--- src/rtl/simon_pkg.sv ---
// Shared types and encodings for the Simon game sequencing controller.
// Holds the controller state enum, datapath mode/select encodings and the
// state-to-control decode used to build the registered outputs.
package simon_pkg;

    // Controller states
    typedef enum logic [3:0] {
        StInit,
        StInput,
        StWrite,
        StPlayStep,
        StPlayWait,
        StRepeat,
        StRepeatStep,
        StDoneArm,
        StDoneStep,
        StDoneWait
    } state_e;

    // Datapath mode encodings (mode_leds)
    localparam logic [2:0] MODE_HOLD   = 3'b000;
    localparam logic [2:0] MODE_INPUT  = 3'b001;
    localparam logic [2:0] MODE_PLAY   = 3'b010;
    localparam logic [2:0] MODE_REPEAT = 3'b100;
    localparam logic [2:0] MODE_DONE   = 3'b111;

    // Read-address mux encodings (select)
    localparam logic [1:0] SEL_PLAY   = 2'b00;
    localparam logic [1:0] SEL_REPEAT = 2'b01;
    localparam logic [1:0] SEL_DONE   = 2'b10;

    // Bundle of per-cycle datapath controls
    typedef struct packed {
        logic [1:0] select;
        logic [2:0] mode_leds;
        logic       clrcount;
        logic       w_en;
        logic       game_over;
    } ctrl_t;

    // Control values held while reset is asserted (matches the INIT decode)
    localparam ctrl_t CTRL_RESET = '{
        select:    SEL_PLAY,
        mode_leds: MODE_HOLD,
        clrcount:  1'b1,
        w_en:      1'b0,
        game_over: 1'b0
    };

    // Moore decode: the controls each state presents to the datapath
    function automatic ctrl_t decode_state(input state_e st);
        ctrl_t c;
        c = '{
            select:    SEL_PLAY,
            mode_leds: MODE_HOLD,
            clrcount:  1'b0,
            w_en:      1'b0,
            game_over: 1'b0
        };
        unique case (st)
            StInit: begin
                c.clrcount = 1'b1;
            end
            StInput: begin
                c.mode_leds = MODE_INPUT;
            end
            StWrite: begin
                c.mode_leds = MODE_INPUT;
                c.w_en      = 1'b1;
            end
            StPlayStep: begin
                c.mode_leds = MODE_PLAY;
            end
            StPlayWait: begin
                c.mode_leds = MODE_HOLD;
            end
            StRepeat: begin
                c.select = SEL_REPEAT;
            end
            StRepeatStep: begin
                c.select    = SEL_REPEAT;
                c.mode_leds = MODE_REPEAT;
            end
            StDoneArm: begin
                // Repeat-step mode pointed at the done index clears it to zero
                c.select    = SEL_DONE;
                c.mode_leds = MODE_REPEAT;
                c.game_over = 1'b1;
            end
            StDoneStep: begin
                c.select    = SEL_DONE;
                c.mode_leds = MODE_DONE;
                c.game_over = 1'b1;
            end
            StDoneWait: begin
                c.select    = SEL_DONE;
                c.game_over = 1'b1;
            end
            default: begin
                c.clrcount = 1'b1;
            end
        endcase
        return c;
    endfunction

endpackage

--- src/rtl/simon_button_sync.sv ---
// Enter-button conditioning: two-flop synchronizer into the clk domain followed
// by a registered rising-edge detector. Emits one single-cycle pulse per press,
// however long the button is held.
module simon_button_sync (
    input  logic clk,
    input  logic rst,
    input  logic btn_in,
    output logic pulse_out
);

    logic sync1_q;
    logic sync2_q;
    logic prev_q;
    logic pulse_q;

    // Synchronize, remember the previous level, and register the rising edge
    always_ff @(posedge clk or negedge rst) begin
        if (!rst) begin
            sync1_q <= 1'b0;
            sync2_q <= 1'b0;
            prev_q  <= 1'b0;
            pulse_q <= 1'b0;
        end else begin
            sync1_q <= btn_in;
            sync2_q <= sync1_q;
            prev_q  <= sync2_q;
            pulse_q <= sync2_q & ~prev_q;
        end
    end

    assign pulse_out = pulse_q;

endmodule

--- src/rtl/simon_control.sv ---
// Sequencing controller for the Simon game datapath.
// Accepts player entries, plays the stored pattern back at a paced cadence,
// checks the player's repeat one entry per press, and parks in a replay loop
// on a loss or when memory is full.
// Build option: SIMON_PLAY_TIMER_EN adds the dwell timer so each entry is shown
// for PLAY_TICKS cycles; without it each entry takes two cycles.
module simon_control
    import simon_pkg::*;
#(
    parameter int unsigned PLAY_TICKS = 8,
    parameter int unsigned MAX_ROUNDS = 63
) (
    input  logic       clk,
    input  logic       rst,
    input  logic       enter,
    input  logic       is_legal,
    input  logic       play_gt_count,
    input  logic       repeat_eq_play,
    input  logic       input_eq_pattern,
    output logic [1:0] select,
    output logic [2:0] mode_leds,
    output logic       clrcount,
    output logic       w_en,
    output logic [5:0] round,
    output logic       game_over
);

    localparam logic [5:0] MaxRound = 6'(MAX_ROUNDS);

    state_e     state_q;
    state_e     state_d;
    logic [5:0] round_q;
    logic [5:0] round_d;
    ctrl_t      ctrl_q;
    logic       enter_pulse;
    logic       wait_done;

    simon_button_sync u_sync (
        .clk       (clk),
        .rst       (rst),
        .btn_in    (enter),
        .pulse_out (enter_pulse)
    );

`ifdef SIMON_PLAY_TIMER_EN
    localparam int unsigned  TimerW    = (PLAY_TICKS > 2) ? $clog2(PLAY_TICKS) : 1;
    localparam logic [TimerW-1:0] TimerLoad = TimerW'(PLAY_TICKS - 1);

    logic [TimerW-1:0] timer_q;
    logic [TimerW-1:0] timer_d;

    // Step states arm the timer; wait states count it down
    always_comb begin
        timer_d = timer_q;
        if (state_q inside {StPlayStep, StDoneStep}) begin
            timer_d = TimerLoad;
        end else if (state_q inside {StPlayWait, StDoneWait}) begin
            timer_d = timer_q - TimerW'(1);
        end
    end

    // Leave the wait state on the cycle the count reaches zero, so the step
    // cycle plus PLAY_TICKS-1 wait cycles give PLAY_TICKS per entry
    assign wait_done = (timer_q == TimerW'(1));
`else
    // Without the timer every wait state lasts a single cycle
    assign wait_done = 1'b1;

    logic unused_play_ticks;
    assign unused_play_ticks = (PLAY_TICKS >= 2);
`endif

    // Next-state and round-count logic
    always_comb begin
        state_d = state_q;
        round_d = round_q;
        unique case (state_q)
            StInit: begin
                state_d = StInput;
            end
            StInput: begin
                // Illegal entries are ignored; a full memory ends the game
                if (enter_pulse && is_legal) begin
                    state_d = (round_q < MaxRound) ? StWrite : StDoneArm;
                end
            end
            StWrite: begin
                round_d = round_q + 6'd1;
                state_d = StPlayStep;
            end
            StPlayStep: begin
                state_d = StPlayWait;
            end
            StPlayWait: begin
                if (wait_done) begin
                    state_d = play_gt_count ? StRepeat : StPlayStep;
                end
            end
            StRepeat: begin
                if (enter_pulse) begin
                    state_d = input_eq_pattern ? StRepeatStep : StDoneArm;
                end
            end
            StRepeatStep: begin
                state_d = repeat_eq_play ? StInput : StRepeat;
            end
            StDoneArm: begin
                state_d = StDoneStep;
            end
            StDoneStep: begin
                state_d = StDoneWait;
            end
            StDoneWait: begin
                if (wait_done) begin
                    state_d = StDoneStep;
                end
            end
            default: begin
                state_d = StInit;
            end
        endcase
    end

    // State, round, timer and registered controls decoded from the next state
    always_ff @(posedge clk or negedge rst) begin
        if (!rst) begin
            state_q <= StInit;
            round_q <= 6'd0;
            ctrl_q  <= CTRL_RESET;
`ifdef SIMON_PLAY_TIMER_EN
            timer_q <= '0;
`endif
        end else begin
            state_q <= state_d;
            round_q <= round_d;
            ctrl_q  <= decode_state(state_d);
`ifdef SIMON_PLAY_TIMER_EN
            timer_q <= timer_d;
`endif
        end
    end

    assign select    = ctrl_q.select;
    assign mode_leds = ctrl_q.mode_leds;
    assign clrcount  = ctrl_q.clrcount;
    assign w_en      = ctrl_q.w_en;
    assign game_over = ctrl_q.game_over;
    assign round     = round_q;

endmodule

--- config.mk ---
export PLATFORM = sky130hd
export DESIGN_NAME = simon_control
export DESIGN_NICKNAME = d
export VERILOG_FILES = /design/src/rtl/simon_pkg.sv /design/src/rtl/simon_button_sync.sv /design/src/rtl/simon_control.sv
export SDC_FILE = /design/constraint.sdc
export NUM_CORES = 1
export LEC_CHECK = 0
export CORE_MARGIN = 8
export CORE_UTILIZATION = 47
export CTS_BUF_LIST = sky130_fd_sc_hd__clkbuf_4
export CTS_CLUSTER_SIZE = 12
export DETAILED_ROUTE_END_ITERATION = 10
export PLACE_DENSITY = 0.86
export SYNTH_ARGS = -nofsm -noshare
export SYNTH_HDL_FRONTEND = slang
export SYNTH_HIERARCHICAL = 1
export SYNTH_SLANG_ARGS = --single-unit
--- constraint.sdc ---
create_clock -name clk -period 1.55 [get_ports clk]
set_clock_uncertainty 0.1 [all_clocks]
set_input_delay 0.155 -clock clk [delete_from_list [all_inputs] [get_ports clk]]
set_output_delay 0.155 -clock clk [all_outputs]
set_load 0.01 [all_outputs]
# After elaboration in Yosys (flattened, before gate mapping)

Cells that the tools add are included.

Word-level logic and storage cells: 53
Input bits: 7
Flip-flop bits (word level): 22
Output and inout bits: 14

Multiplexer cells: 12
Bitwise logic cells: 2
Add/sub/neg operators: 1
Magnitude comparators: 1
Equal/unequal tests: 18
Reductions and logical operators: 8

Operators with widths:

| kind                | count |
|---|---|
| $pmux 4 s9          | 1 |
| $eq 4x3->1 const B  | 8 |
| $eq 4x2->1 const B  | 4 |
| $eq 4x4->1 const B  | 4 |
| $pmux 3 s4          | 1 |
| $mux 3              | 3 |
| $reduce_or 9->1     | 1 |
| $eq 4x1->1 const B  | 2 |
| $mux 4              | 2 |
| $reduce_or 2->1     | 4 |
| $add 6x1->6 const B | 1 |
| $lt 6x6->1 const B  | 1 |
| $logic_not 4->1     | 1 |
| $mux 1              | 4 |
| $pmux 2 s2          | 1 |
| $reduce_or 3->1     | 1 |
| $and 1x1->1         | 1 |
| $logic_and 1x1->1   | 1 |
| $not 1->1           | 1 |

# Depth between registers and ports, before layout

Gate-level depths: netlist (run 1).

Word-level depth: 7
Gate-level depth with buffers: 7
Depth with buffers taken out: 7

# Hierarchy

The synthesis (run 1) kept the hierarchy.

By module, submodules not included:

| module            | sequential area each (um^2) | cells an instance | times used | area each (um^2) |
|---|---|---|---|---|
| simon_control     | 451.7                       | 79                | 1          | 904.6 |
| simon_button_sync | 100.1                       | 5                 | 1          | 113.9 |

# Worst setup path after synthesis (run 1)

OpenSTA, ideal clock, no wires.

Path kind: reg-to-reg
Start point: register round_q[0] (netlist: round[0])
End point: register ctrl_q (netlist bit mode_leds[0])
Data required time: 1.321 ns
Arrival time: 1.553 ns
Buffers on the path: 0
Path slack: -0.233 ns
Setup time: 0.129 ns
Clock period less this slack: 1.783 ns
Stages on the path, launching flop included: 7
Path through: dfrtp_1 ha_1 nand3_1 or4b_1 a31o_2 nand2_1 o21ai_2

Cells in the longest elaborated chain, start to end: 7
Elaborated cells between the ends (all ways): 13
Those cells by class: order compare: 1; eq/ne: 6; mux: 4; reduce/logical: 2

Ends and longest elaborated chain:

| what                                     | RTL line             | RTL |
|---|---|---|
| start, declared                          | simon_control.sv:32  | `logic [5:0] round_q;` |
| start signal, assigned                   | simon_control.sv:135 | `round_q <= round_d;` |
| $lt 6x6->1 *                             | simon_control.sv:84  | `state_d = (round_q < MaxRound) ? StWrite : StDoneArm;` |
| $mux 3 *                                 | simon_control.sv:84  |  |
| $mux 4 *                                 | simon_control.sv:83  | `if (enter_pulse && is_legal) begin` |
| $pmux 4 s9 *                             | simon_control.sv:77  | `unique case (state_q)` |
| $eq 4x3->1, or another cell as far along | simon_pkg.sv:60      | `unique case (st)` |
| $reduce_or 2->1 (no source line)         | n/a                  |  |
| $pmux 3 s4 *                             | simon_pkg.sv:60      |  |
| end signal, assigned                     | simon_control.sv:136 | `ctrl_q <= decode_state(state_d);` |
| end, declared                            | simon_control.sv:34  | `ctrl_t ctrl_q;` |

Every way passes the cells marked *; elsewhere a longest branch is shown, timed or not.
A chain may end at the register's enable or synchronous reset.

# Worst setup path in the final report (run 1)

Start point: register round_q[0] (netlist: round[0])
End point: register ctrl_q (netlist bit game_over)

Cells in the longest elaborated chain, start to end: 7
Elaborated cells between the ends (all ways): 9
Those cells by class: order compare: 1; eq/ne: 3; mux: 4; reduce/logical: 1

Ends and longest elaborated chain:

| what                                            | RTL line            | RTL |
|---|---|---|
| $lt 6x6->1 *                                    | simon_control.sv:84 |  |
| $mux 3 *                                        | simon_control.sv:84 |  |
| $mux 4 *                                        | simon_control.sv:83 |  |
| $pmux 4 s9 *                                    | simon_control.sv:77 |  |
| named net state_d[2]                            | simon_control.sv:31 | `state_e state_d;` |
| $eq 4x4->1 / $eq 4x3->1 (equally long branches) | simon_pkg.sv:60     |  |
| $reduce_or 3->1 (no source line) *              | n/a                 |  |
| $mux 1 *                                        | simon_pkg.sv:60     |  |

The timed path passes the listed nets; every way through them passes the cells marked *.

==> results of run 1 <==
worst reg2reg max path, cell delays in order (launching register included):
cell,delay (ns)
dfrtp_1,0.42
ha_4,0.16
nand3_2,0.06
or4b_4,0.51
a31o_4,0.25
inv_4,0.07
nand3_4,0.06
nand2_2,0.06
cell type report:
cell class,count,area [sq um],area share
Inverter,2,10.0,0.00660
Clock inverter,1,3.75,0.00248
Tap cell,28,35.0,0.0231
Sequential cell,22,554,0.366
Clock buffer,3,22.5,0.0149
Timing Repair Buffer,45,394,0.260
Multi-Input combinational cell,57,497,0.328
where the power goes:
part	switching [mW]	internal [mW]	leakage, nW
clock	0.165	0.0941	0.0154
sequential	0.165	0.751	0.277
combinational	0.714	0.893	0.422
routing by layer:
metal  up-vias  part of all wire  global-route usage  wire length (microns)
met4         0             0.012              0.0570                     29
met3         4             0.039              0.0287                     94
met1       385              0.39               0.117                    928
li1        379                 -                   -                      -
met5         -                 0                   0                      0
met2        12              0.56               0.234                   1330
how the worst min path moves through the flow:
stage,depth (start not counted),end,startpoint
after floorplan,0,game_over,rst
after global placement,0,u_sync/sync2_q,u_sync/sync1_q
after detailed placement,0,u_sync/sync2_q,u_sync/sync1_q
after CTS,1,round[4],rst
after global routing,1,round[4],rst
final,1,round[4],rst
cells in the mapped netlist, drive strengths merged:
cell type | instances | area [sq um]
a211oi | 1 | 20.0
a21oi | 3 | 15.0
a221oi | 1 | 26.3
a22oi | 1 | 7.51
a31o | 1 | 8.76
a31oi | 1 | 6.26
and2 | 2 | 13.8
and2b | 2 | 17.5
and3 | 1 | 6.26
and3b | 1 | 10.0
and4 | 1 | 8.76
buf | 3 | 27.5
dfrtp | 21 | 526
dfstp | 1 | 26.3
ha | 1 | 12.5
inv | 2 | 7.50
mux2 | 2 | 22.5
nand2 | 10 | 37.5
nand3 | 4 | 25.0
nor2 | 4 | 17.5
nor2b | 2 | 20.0
nor3b | 3 | 33.8
o21ai | 6 | 33.8
o2bb2ai | 1 | 8.76
o31a | 1 | 8.76
or2 | 1 | 8.76
or4b | 1 | 10.0
xnor2 | 4 | 35.0
xor2 | 2 | 17.5
timing repair:
item	4_1_cts	5_1_grt
gates resized for setup	18	11
buffers inserted	6	1
pin swaps	15	6
endpoints found under the setup margin	19	16
cell usage in the layout, fill, tap and decap left out, types with 2 or more instances in the layout:
| cell | instances |
|---|---|
| xor2_1 | 2 |
| dfrtp_1 | 19 |
| o21ai_0 | 4 |
| clkbuf_4 | 3 |
| nor3b_1 | 2 |
| nand3_1 | 2 |
| dfrtp_2 | 2 |
| nor2_1 | 3 |
| clkdlybuf4s50_1 | 13 |
| and2b_2 | 2 |
| buf_6 | 3 |
| nand2_2 | 4 |
| nand2_1 | 6 |
| a21oi_1 | 3 |
| dlygate4sd2_1 | 4 |
| clkdlybuf4s15_1 | 3 |
| xnor2_1 | 3 |
| buf_4 | 22 |
sequential cells by signal, indices dropped and copies added (netlist names), 2 cells and up:
register,flops
mode_leds,3
round,6
select,2
state_q,4
logic make-up (layout without fill, tap and decap cells):
group,after synthesis,count (layout),share of synthesized area
flops,22,22,0.542
buf+inv,5,51,0.0344
simple gates,32,32,0.205
mux,2,2,0.0221
xor+xnor,6,6,0.0516
compound gates,16,16,0.133
fa+ha+maj,1,1,0.0123
through the flow:
stage          hold WS (ns)   util  setup TNS, ns  area [sq um]
2_1_floorplan        -0.241      -          -1.36          1020
3_3_place_gp          0.233  0.646          -1.98          1380
3_5_place_dp          0.262  0.646          -2.38          1380
4_1_cts              0.0141  0.690          -1.75          1470
5_1_grt              0.0213  0.713          -2.69          1520
6_report            0.00873  0.713          -1.80          1520
==> impl_metrics.csv, run 1 <==
group,metric,value,unit
critical_path,reg2reg_setup_slack,-0.19,ns
die,fp.dieW,62.6,microns
placed_design,dp_cells,148,
critical_path,startpoint,"round[0]",
power,leakage,0.714,nW
final_layout,fillers,141,
route,wl,2380,microns
critical_path,critical-path-slowest-cell,"or4b_4",
critical_path,crit_type,"flop to flop",
die,core,2130,sq um
critical_path,slowest_delay,0.51,ns
synthesis,synthCells,84,
route,vias,780,
outcome,violations,"setup timing",
outcome,status,"finished, violations left",
power,power_density,1840,nW/um^2
sta,hold_violations,0,
clocking,cts_root_buffer,"clkbuf_4",
global_routing,grt.total_usage,0.121,
final_layout,diodes,0,
die,ioPinCount,21,
clocking,htree_levels,1,
clocking,cts_tree,"yes",
sta,tightest_slew,0.377,ns
sta,worst_slack,-0.193,ns
synthesis,ys_types,37,
critical_path,worst_setup_path_start_kind,"flop",
critical_path,reg2reg_from,"round[0]",
synthesis,yosysWarningCount,6,
global_routing,overflow,0,
sta,rsz0062_at_grt,"true",
die,die_area,3910,sq um
sta,slew_headroom,0.749,
die,dieHeight,62.6,microns
critical_path,cp_max_fo,3,
placed_design,hpwlAfterDp,1680,microns
clocking,clk_latency,0.31,ns
die,rows,17,
critical_path,endpoint,"game_over",
die,start_util,0.479,
route,drt-initial-drc-count,19,
sta,period_minus_slack,1.74,ns
sta,fin_crit_sh,1.12,
critical_path,crit_family,"simple AND/OR/NAND/NOR gates",
synthesis,ys_seq_area_frac,0.542,
clocking,cts.sinks,22,
synthesis,synth.net_count,92,
final_layout,instances_no_fill,158,
global_routing,grt_start_max_net_pins,16,
clocking,clkTransAtPathRegs,0.11,ns
power,p_total,2.78,mW
synthesis,ys_ff_latch,22,
route,drc,0,
route,viasPerCell,4.94,
final_layout,syn_to_final_growth,48.9,%
run,maxCapViolCount,0,
synthesis,avgSynthCellArea,12.1,sq um
power,irDropWorstVdd,1090,uV
placed_design,gp_congestion,0.910,
sta,fmax,574,MHz
synthesis,synth_area,1020,sq um
critical_path,critPathCaptureType,"flop",
global_routing,grt_pass1_wl,3890,microns
global_routing,antenna_found_initial,0,
sta,final_max_slew_viol_count,0,
final_layout,nets,139,
critical_path,path_buf_inv,1,
route,drt-pass1-iter-count,4,
placed_design,port_buffers,20,
route,ant_nets,0,
final_layout,final_layout_size_suffix_gt1_frac,0.431,
critical_path,cp_num_cells,7,
route,avgRoutedWirePerCell,15.1,microns
critical_path,cp.arrival,1.90,ns
clocking,hold_buffers,0,
critical_path,worstPathCellList,"ha_4 > nand3_2 > or4b_4 > a31o_4 > inv_4 > nand3_4 > nand2_2",
sta,setup_violations,13,
clocking,clockBufferDepth,2,
clocking,cts_buffers,3,
critical_path,worstReg2RegEnd,"game_over",
critical_path,crit_required,1.71,ns
global_routing,grt_pass1_vias,863,
critical_path,rr_worst_depth,7,
placed_design,pre_cts_ws,-0.301,ns
worst_hold_path,hold_class,"primary input to async pin",
No activity file was read; power rests on OpenSTA's default activity.
==> run 2: changes to the inputs <==
--- a/config.mk
+++ b/config.mk
@@ -5,6 +5,7 @@
 export SDC_FILE = /design/constraint.sdc
 export NUM_CORES = 1
 export LEC_CHECK = 0
+export CAP_MARGIN = 10
 export CORE_MARGIN = 8
 export CORE_UTILIZATION = 47
 export CTS_BUF_LIST = sky130_fd_sc_hd__clkbuf_4
==> results of run 2 <==
Same layout as run 1: the final DEF is identical, and so are final timing and power.
